[config.mk]
export PLATFORM = sky130hd
export DESIGN_NAME = hsiao_ecc_codec
export DESIGN_NICKNAME = d
export VERILOG_FILES = /design/src/rtl/hsiao_ecc_pkg.sv /design/src/rtl/hsiao_ecc_parity_gen.sv /design/src/rtl/hsiao_ecc_codec.sv
export SDC_FILE = /design/constraint.sdc
export NUM_CORES = 1
export LEC_CHECK = 0
export ABC_CLOCK_PERIOD_IN_PS = 6300
export BUFFER_PORTS_ARGS = -buffer_cell sky130_fd_sc_hd__buf_2
export CAP_MARGIN = 15
export CORE_ASPECT_RATIO = 1.2
export CORE_UTILIZATION = 35
export DETAILED_ROUTE_END_ITERATION = 8
export PLACE_DENSITY = 0.67
export SLEW_MARGIN = 20
export SYNTH_ARGS = -nofsm -noshare
export SYNTH_HDL_FRONTEND = slang
export SYNTH_SLANG_ARGS = --single-unit
[constraint.sdc]
create_clock -name clk_i -period 6.3 [get_ports clk_i]
set_input_delay 1.26 -clock clk_i [delete_from_list [all_inputs] [get_ports clk_i]]
set_output_delay 1.26 -clock clk_i [all_outputs]
set_load 0.02 [all_outputs]
[src/rtl/hsiao_ecc_pkg.sv]
// Shared constants, error encodings and H-matrix column generator for the Hsiao SEC-DED codec.
package hsiao_ecc_pkg;

    localparam int DATA_WIDTH = 32;
    localparam int PROT_WIDTH = 7;

    localparam logic [1:0] ERR_NONE   = 2'b00;
    localparam logic [1:0] ERR_CORR   = 2'b01;
    localparam logic [1:0] ERR_UNCORR = 2'b10;

    // Data column idx: idx-th odd-weight (>=3) value of pw bits, lower weights first,
    // ascending numeric order within a weight class.
    function automatic logic [31:0] hsiao_col(input int idx, input int pw);
        int          n;
        logic [31:0] res;
        n   = 0;
        res = '0;
        for (int w = 3; w <= pw; w += 2) begin
            for (int v = 0; v < (1 << pw); v++) begin
                if ($countones(v) == w) begin
                    if (n == idx) res = v;
                    n++;
                end
            end
        end
        return res;
    endfunction

endpackage

[src/rtl/hsiao_ecc_parity_gen.sv]
// Combinational check-bit generator: check[j] = XOR of data bits whose H column has bit j set.
module hsiao_ecc_parity_gen
    import hsiao_ecc_pkg::*;
#(
    parameter int DataWidth = DATA_WIDTH,
    parameter int ProtWidth = PROT_WIDTH
) (
    input  logic [DataWidth-1:0] data_i,
    output logic [ProtWidth-1:0] check_o
);

    logic [DataWidth-1:0][ProtWidth-1:0] cols;

    for (genvar i = 0; i < DataWidth; i++) begin : g_col
        localparam logic [31:0] COL = hsiao_col(i, ProtWidth);
        assign cols[i] = COL[ProtWidth-1:0];
    end

    always_comb begin
        check_o = '0;
        for (int i = 0; i < DataWidth; i++) begin
            for (int j = 0; j < ProtWidth; j++) begin
                if (cols[i][j]) check_o[j] = check_o[j] ^ data_i[i];
            end
        end
    end

endmodule

[src/rtl/hsiao_ecc_codec.sv]
// Hsiao SEC-DED encode/decode channels, each a single-entry elastic register.
// Optional error counters enabled by defining HSIAO_ECC_CNT_EN.
module hsiao_ecc_codec
    import hsiao_ecc_pkg::*;
#(
    parameter int DataWidth = DATA_WIDTH,
    parameter int ProtWidth = PROT_WIDTH
) (
    input  logic                           clk_i,
    input  logic                           rst_i,
    input  logic                           enc_valid_i,
    output logic                           enc_ready_o,
    input  logic [DataWidth-1:0]           enc_data_i,
    output logic                           enc_valid_o,
    input  logic                           enc_ready_i,
    output logic [DataWidth+ProtWidth-1:0] enc_cw_o,
    input  logic                           dec_valid_i,
    output logic                           dec_ready_o,
    input  logic [DataWidth+ProtWidth-1:0] dec_cw_i,
    output logic                           dec_valid_o,
    input  logic                           dec_ready_i,
    output logic [DataWidth-1:0]           dec_data_o,
    output logic [ProtWidth-1:0]           dec_syndrome_o,
    output logic [1:0]                     dec_err_o
`ifdef HSIAO_ECC_CNT_EN
    ,
    output logic [15:0]                    cnt_corr_o,
    output logic [15:0]                    cnt_uncorr_o
`endif
);

    localparam int CW = DataWidth + ProtWidth;

    logic [DataWidth-1:0][ProtWidth-1:0] cols;

    for (genvar i = 0; i < DataWidth; i++) begin : g_col
        localparam logic [31:0] COL = hsiao_col(i, ProtWidth);
        assign cols[i] = COL[ProtWidth-1:0];
    end

    // Encode channel
    logic [ProtWidth-1:0] enc_check;
    logic                 enc_valid_q;
    logic [CW-1:0]        enc_cw_q;

    hsiao_ecc_parity_gen #(.DataWidth(DataWidth), .ProtWidth(ProtWidth)) u_enc_par (
        .data_i  (enc_data_i),
        .check_o (enc_check)
    );

    assign enc_ready_o = ~enc_valid_q | enc_ready_i;

    always_ff @(posedge clk_i) begin
        if (rst_i) begin
            enc_valid_q <= 1'b0;
            enc_cw_q    <= '0;
        end else if (enc_ready_o) begin
            enc_valid_q <= enc_valid_i;
            if (enc_valid_i) enc_cw_q <= {enc_check, enc_data_i};
        end
    end

    assign enc_valid_o = enc_valid_q;
    assign enc_cw_o    = enc_cw_q;

    // Decode channel
    logic [DataWidth-1:0] rx_data;
    logic [ProtWidth-1:0] rx_check, dec_par, syn_d;
    logic [DataWidth-1:0] data_d;
    logic [1:0]           err_d;
    logic                 hit;

    assign rx_data  = dec_cw_i[DataWidth-1:0];
    assign rx_check = dec_cw_i[CW-1:DataWidth];

    hsiao_ecc_parity_gen #(.DataWidth(DataWidth), .ProtWidth(ProtWidth)) u_dec_par (
        .data_i  (rx_data),
        .check_o (dec_par)
    );

    assign syn_d = rx_check ^ dec_par;

    // Only odd-weight syndromes can name a single flipped bit; check-bit hits leave data alone.
    always_comb begin
        data_d = rx_data;
        err_d  = ERR_NONE;
        hit    = 1'b0;
        if (syn_d != '0) begin
            if (^syn_d) begin
                for (int i = 0; i < DataWidth; i++) begin
                    if (syn_d == cols[i]) begin
                        data_d[i] = ~rx_data[i];
                        hit       = 1'b1;
                    end
                end
                if ($onehot(syn_d)) hit = 1'b1;
            end
            err_d = hit ? ERR_CORR : ERR_UNCORR;
        end
    end

    logic                 dec_valid_q;
    logic [DataWidth-1:0] dec_data_q;
    logic [ProtWidth-1:0] dec_syn_q;
    logic [1:0]           dec_err_q;

    assign dec_ready_o = ~dec_valid_q | dec_ready_i;

    always_ff @(posedge clk_i) begin
        if (rst_i) begin
            dec_valid_q <= 1'b0;
            dec_data_q  <= '0;
            dec_syn_q   <= '0;
            dec_err_q   <= ERR_NONE;
        end else if (dec_ready_o) begin
            dec_valid_q <= dec_valid_i;
            if (dec_valid_i) begin
                dec_data_q <= data_d;
                dec_syn_q  <= syn_d;
                dec_err_q  <= err_d;
            end
        end
    end

    assign dec_valid_o    = dec_valid_q;
    assign dec_data_o     = dec_data_q;
    assign dec_syndrome_o = dec_syn_q;
    assign dec_err_o      = dec_err_q;

`ifdef HSIAO_ECC_CNT_EN
    logic        dec_push;
    logic [15:0] cnt_corr_q, cnt_uncorr_q;

    assign dec_push = dec_valid_i & dec_ready_o;

    always_ff @(posedge clk_i) begin
        if (rst_i) begin
            cnt_corr_q   <= '0;
            cnt_uncorr_q <= '0;
        end else if (dec_push) begin
            if (err_d == ERR_CORR && cnt_corr_q != 16'hFFFF)
                cnt_corr_q <= cnt_corr_q + 16'd1;
            if (err_d == ERR_UNCORR && cnt_uncorr_q != 16'hFFFF)
                cnt_uncorr_q <= cnt_uncorr_q + 16'd1;
        end
    end

    assign cnt_corr_o   = cnt_corr_q;
    assign cnt_uncorr_o = cnt_uncorr_q;
`endif

endmodule

# == Word-level counts from Yosys, hierarchy flattened ==
# Cells that the tools add are included.
# totals
latchBits,0
memories,0
ff_bits,82
ram_bits,0
wordCells,333
romBits,0
# op_classes
eq_ne,33
magnitude_cmp,0
n_div,0
n_reduce_logical,4
addsub,6
n_bitwise,213
n_shift,0
multipliers,0
mux,71
# ops
cell,n
$xor 1x1->1,176
$eq 7x7->1 const B,12
$eq 7x6->1 const B,10
$mux 1,67
$mux 32,2
$eq 7x5->1 const B,6
$not 1->1,34
$eq 7x4->1 const B,3
$eq 7x3->1 const B,1
$reduce_bool 7->1,1
$reduce_xor 7->1,1
$xor 7x7->7,1
$add 1x1->2,3
$mux 2,2
$reduce_and 2->1,2
$add 2x1->3,1
$add 2x2->3,1
$add 3x3->3,1
$eq 3x1->1 const B,1
$or 1x1->1,2

# == Logic depth before layout (Yosys ltp) ==
# depth
word_depth,53
depth_mapped,16

# == Modules after synthesis ==
# From an unflattened synthesis, not the netlist that was laid out.
# unflattened
cells_unflattened,601
hier_area_um2,5293.8
# by_module_without_submodules
module,seq_area_each_um2,cells_each,area_per_inst_um2,n_inst
hsiao_ecc_codec,1641.6,499,3977.6,1
hsiao_ecc_parity_gen,0.0,51,658.1,2

# == Worst setup path after synthesis ==
# Ideal clock, no wire load.
# synth_timing
kind,in2reg
start,input dec_cw_i[9]
end,register dec_err_q[0] (netlist: dec_err_o[0])
setup_slack_ps,887
required_ps,6183
setup_ps,117
arrival_time_ps,5296
path_stages,15
cell_sequence,xnor2_1 xnor3_1 xor3_1 inv_1 buf_2 fa_1 fa_1 ha_1 a21o_1 fa_1 nor2_1 a22oi_1 nor4bb_1 nand3_1 a32o_1
# synth_between
elab_chain_cells,48
elab_cells_between_ends,105
cone_classes,add/sub: 5; eq/ne: 33; mux: 37; bitwise: 28; reduce/logical: 2
# synth_lines
element,line,text
from (decl),hsiao_ecc_codec.sv:19,"input logic [DataWidth+ProtWidth-1:0] dec_cw_i,"
$xor 1x1->1 (*) (9 in series),hsiao_ecc_parity_gen.sv:23,if (cols[i][j]) check_o[j] = check_o[j] ^ data_i[i];
$xor 7x7->7 (*),hsiao_ecc_codec.sv:81,assign syn_d = rx_check ^ dec_par;
net syn_d[3],hsiao_ecc_codec.sv:68,"logic [ProtWidth-1:0] rx_check, dec_par, syn_d;"
$eq 7x3->1,hsiao_ecc_codec.sv:91,if (syn_d == cols[i]) begin
$mux 1 (32 in series),hsiao_ecc_codec.sv:91,
$mux 1,hsiao_ecc_codec.sv:96,if ($onehot(syn_d)) hit = 1'b1;
$mux 1,hsiao_ecc_codec.sv:89,if (^syn_d) begin
$mux 1,hsiao_ecc_codec.sv:88,if (syn_d != '0) begin
$mux 2,hsiao_ecc_codec.sv:98,err_d = hit ? ERR_CORR : ERR_UNCORR;
$mux 2 (*),hsiao_ecc_codec.sv:88,
to (signal assigned),hsiao_ecc_codec.sv:120,dec_err_q <= err_d;
to (decl),hsiao_ecc_codec.sv:105,logic [1:0] dec_err_q;
# Mark *: on every way through the listed nets, which the timed path passes. The rest lies on a longest branch. The select of a mux whose other input is x is not followed.
# A chain may end at the register's enable or synchronous reset.

# == Final worst setup path ==
# layout_timing
start,input dec_cw_i[22]
end,register dec_err_q[0] (netlist: dec_err_o[0])
# layout_between
elab_cells_between_ends,95
cone_classes,add/sub: 5; eq/ne: 33; mux: 37; bitwise: 18; reduce/logical: 2
# layout_lines
element,line
$xor 1x1->1 (*) (4 in series),hsiao_ecc_parity_gen.sv:23
$xor 7x7->7 (*),hsiao_ecc_codec.sv:81
net syn_d[1],hsiao_ecc_codec.sv:68
$eq 7x3->1,hsiao_ecc_codec.sv:91
$mux 1 (32 in series),hsiao_ecc_codec.sv:91
$mux 1,hsiao_ecc_codec.sv:96
$mux 1,hsiao_ecc_codec.sv:89
$mux 1,hsiao_ecc_codec.sv:88
$mux 2,hsiao_ecc_codec.sv:98
$mux 2 (*),hsiao_ecc_codec.sv:88
# Marked as above.

==> implementation parameters <==
Parameter                              Value

Clocking
  CTS sink cnt    82
  Setup Fix Bufs, Post-CTS    0
  Register clock-pin slew on the reported worst setup and hold paths    0.06 ns
  CTS HTree Levels    3
  Maximum buffer depth of the clock tree    2
  TritonCTS clock tree    yes
  Insertion delay of the later-clocked pin in the worst-skew pair    0.35 ns
  # hold bufs at CTS    0
  Clock buffers created by TritonCTS    9
  Cell at the root of the clock tree    sky130_fd_sc_hd__clkbuf_16
  Post_cts resized    0

Critical path
  Cells traversed along the worst timing path    buf_2 > xnor2_1 > xor2_1 > xnor2_1 > xnor2_1 > xnor2_1 > inv_1 > fa_1 > fa_1 > ha_1 > a21o_1 > fa_1 > nor2_1 > a22oi_1 > nor4bb_1 > nand3_1 > a32o_1
  Worst setup endpoint    dec_err_o[0]$_SDFFE_PP0P_
  Slowest stage delay, CP    0.55 ns
  Type of the worst setup path    primary input to flop
  Critical path startpoint category    primary input
  Most frequent cell on the critical path    sky130_fd_sc_hd__xnor2_1
  Logic depth of the worst path, buffers included    17
  Worst r2r dst    dec_data_o[9]$_SDFFE_PP0P_
  Setup slack of the worst register-to-register path    4.73 ns
  Number of cell instances on the worst register-to-register path    5
  Largest fanout of any net on the critical path    4
  Required time of the critical path    6.54 ns
  Worst-path cell with the longest stage delay    sky130_fd_sc_hd__fa_1
  Dominant delay contributor by cell family on the critical path    adder cells
  Number of buffer and inverter stages on the critical path    2
  Crit path arrival time    5.61 ns
  Critical path startpoint    dec_cw_i[22]
  Sort of element at the end of the critical path    flop
  Worst reg2reg startpoint    dec_valid_o$_SDFFE_PP0N_

Synthesis
  Post-Syn Area    5200 um2
  Synth async-reset ratio    0%
  Synthesized Nets    703
  Distinct cell type count after synthesis    44
  Number of storage elements in the synthesis netlist    82
  Share of the yosys chip area belonging to registers    31.6%
  Count of synthesis-stage warnings from yosys    0
  EDFF count, synth    0
  Most used flip-flop cell after synthesis    sky130_fd_sc_hd__dfxtp_1
  Synthesized netlist cell count    614
  Mean instance size in the synthesized netlist    8.47 um2

STA
  Final max-slew violation count    0
  Final setup TNS    0 ns
  Smallest setup slack after layout    0.935 ns
  Worst-Margin Slew    0.887 ns
  Fin Hold WS    0.450 ns
  FMAX    186 MHz
  Count of final setup violators    0
  Final worst clock skew    0.00490 ns
  RSZ-0062 raised after global routing    false
  Final Cycle Share    85.2%
  Crit path time final    5.37 ns
  Max transition margin    40.4%
  Hold violation total from the final report    0

Floorplanning
  Number of primary I/O pins    161
  Die outline area    15,400 um2
  Starting utilization of the core area    35.9%
  FP Rows    48
  Chip Height    136 um
  Die outline width    113 um
  Core Area    14,500 um2

Pwr
  Pwr Total    0.00293 W
  Internal power contribution    0.00158 W
  Peak supply drop    310 uV
  Switching component of the power    0.00136 W
  Power share of the clock group    19.0%
  PwrDens    452 nW/um2
  Switching Fraction    46.2%
  Combinational group share of total power    60.5%
  Leakage power    2.77 nW
  Part of the power in registers    20.4%

Layout
  Share of post-route cells with drive strength above 1    25.4%
  Cell area after layout    6490 um2
  Final layout net count    847
  Synth-to-Final Area Change    24.7%
  Antenna cells    0

Drt
  DRC violation count after routing    0
  Routed wire per std cell    15.9 um
  Post-route ant nets    0
  Total number of vias    4,704
  Drt pass-1 iters    5
  Initial detailed-routing violation count    255
  Routed Wire Length    15,300 um
  Vias per inst    4.88

Global route
  Global-route wire length before repair    23,700 um
  GR Util All Layers    20.2%
  Number of antenna violations at the first check in global routing    0
  Maximum number of pins on one net before global-route repair    71
  Remaining global-route overflow    0
  Number of global-route vias before repair    4,582

Place
  Count of input and output buffers    160
  Placed wire-length estimate after detailed placement    11,600 um
  Pre-CTS worst setup slack    0.622 ns
  Cell area after placement    6170 um2
  Weighted congestion at the end of routability-driven global placement    0.897

Worst hold path
  Path category of the worst min-delay check    flop to flop

Job
  Maxcap violations    0

Outcome
  Status    completed
-- per-layer routing --
layer  track usage [%]  wire length, um
met1              23.0             6330
met5                 0                0
met2              35.2             7450
met3              5.55             1150
met4              9.28              403
-- through the flow --
stage / std cells / utilization, %
floorplan: 614 / -
global placement: 947 / 42.7
detailed placement: 947 / 42.7
CTS: 963 / 44.8
global route: 963 / 44.8
finish: 963 / 44.8
-- power groups by stage --
stage               Combinational, W  Clock, W  Sequential [W]
floorplan                    0.00126         0        0.000676
global placement             0.00175         0        0.000608
detailed placement           0.00176         0        0.000609
CTS                          0.00178  0.000571        0.000599
global route                 0.00195  0.000587        0.000605
finish                       0.00177  0.000558        0.000599
-- worst min-delay path by stage --
stage / depth (start not counted) / slack (ns) / end / start
after floorplan: 2 / 0.53 / enc_cw_o[32]$_SDFFE_PP0P_ / enc_cw_o[32]$_SDFFE_PP0P_
after global placement: 2 / 0.44 / enc_cw_o[32]$_SDFFE_PP0P_ / enc_cw_o[32]$_SDFFE_PP0P_
after detailed placement: 2 / 0.45 / enc_cw_o[0]$_SDFFE_PP0P_ / enc_cw_o[0]$_SDFFE_PP0P_
after CTS: 2 / 0.46 / enc_cw_o[0]$_SDFFE_PP0P_ / enc_cw_o[0]$_SDFFE_PP0P_
after global routing: 2 / 0.47 / enc_cw_o[7]$_SDFFE_PP0P_ / enc_cw_o[7]$_SDFFE_PP0P_
final: 2 / 0.45 / enc_cw_o[0]$_SDFFE_PP0P_ / enc_cw_o[0]$_SDFFE_PP0P_
-- state kept, by name (all words and copies together) (netlist names) --
register and count:
dec_syndrome_o 7, enc_valid_o 1, dec_err_o 2, dec_valid_o 1
enc_cw_o 39, dec_data_o 32
-- logic make-up (layout without fill, tap and decap cells) --
group	Yosys count	in the layout	synth area share, %
buf+inv	47	196	3.44
simple gates	178	178	15.5
fa+ha+maj	12	12	3.32
compound gates	117	117	13.1
flops	82	82	31.6
mux	5	5	0.962
xor+xnor	173	173	32.2
-- cell usage in the layout, fill, tap and decap left out, types with 3 or more instances in the layout --
master	Yosys	routed
sky130_fd_sc_hd__a211oi_1	22	22
sky130_fd_sc_hd__xnor3_1	7	7
sky130_fd_sc_hd__and3_1	5	5
sky130_fd_sc_hd__xor2_1	55	55
sky130_fd_sc_hd__buf_4	0	6
sky130_fd_sc_hd__mux2i_1	5	5
sky130_fd_sc_hd__nor2_1	36	36
sky130_fd_sc_hd__inv_1	14	14
sky130_fd_sc_hd__a21oi_1	60	60
sky130_fd_sc_hd__nand4_1	5	5
sky130_fd_sc_hd__clkbuf_16	0	9
sky130_fd_sc_hd__fa_1	3	3
sky130_fd_sc_hd__dfxtp_1	82	82
sky130_fd_sc_hd__buf_2	2	160
sky130_fd_sc_hd__ha_1	9	9
sky130_fd_sc_hd__o21ai_0	22	22
sky130_fd_sc_hd__nand2_1	92	91
sky130_fd_sc_hd__nor3_1	7	7
sky130_fd_sc_hd__nand3_1	18	18
sky130_fd_sc_hd__xnor2_1	107	107
-- layout make-up --
class | count | area [um2]
Clock buffer | 10 | 239
Clock inverter | 6 | 73.8
Fill cell | 1457 | 7990
Inverter | 14 | 52.6
Multi-Input combinational cell | 485 | 3390
Sequential cell | 82 | 1640
Tap cell | 200 | 250
Timing Repair Buffer | 166 | 846
-- worst min-delay path, cell delays in order (launching register included) --
cell	delay, ns
sky130_fd_sc_hd__dfxtp_1	0.31
sky130_fd_sc_hd__nand2_1	0.05
sky130_fd_sc_hd__a21oi_1	0.05
-- synthesized netlist by cell type, types with 2 or more instances --
master / count / area [um2]
sky130_fd_sc_hd__dfxtp_1: 82 / 1640
sky130_fd_sc_hd__ha_1: 9 / 113
sky130_fd_sc_hd__nand2b_1: 2 / 12.5
sky130_fd_sc_hd__xnor2_1: 107 / 937
sky130_fd_sc_hd__buf_2: 2 / 10.0
sky130_fd_sc_hd__nand3_1: 18 / 90.1
sky130_fd_sc_hd__nor3_4: 2 / 32.5
sky130_fd_sc_hd__fa_1: 3 / 60.1
sky130_fd_sc_hd__nor2_1: 36 / 135
sky130_fd_sc_hd__buf_1: 2 / 7.51
sky130_fd_sc_hd__xor2_1: 55 / 482
sky130_fd_sc_hd__nand2_1: 92 / 345
sky130_fd_sc_hd__and2_1: 3 / 18.8
sky130_fd_sc_hd__mux2i_1: 5 / 50.1
sky130_fd_sc_hd__and3_1: 5 / 31.3
sky130_fd_sc_hd__xnor3_2: 2 / 47.6
sky130_fd_sc_hd__xnor3_1: 7 / 158
sky130_fd_sc_hd__inv_1: 14 / 52.6
sky130_fd_sc_hd__o21ai_0: 22 / 110
sky130_fd_sc_hd__o211ai_1: 2 / 15.0
sky130_fd_sc_hd__a211oi_1: 22 / 165
sky130_fd_sc_hd__nand4_1: 5 / 31.3
sky130_fd_sc_hd__a22oi_1: 2 / 15.0
sky130_fd_sc_hd__nor4_1: 2 / 12.5
sky130_fd_sc_hd__clkbuf_1: 29 / 109
sky130_fd_sc_hd__nor3_1: 7 / 35.0
sky130_fd_sc_hd__a21oi_1: 60 / 300
Power figures use the tool's default switching activity.
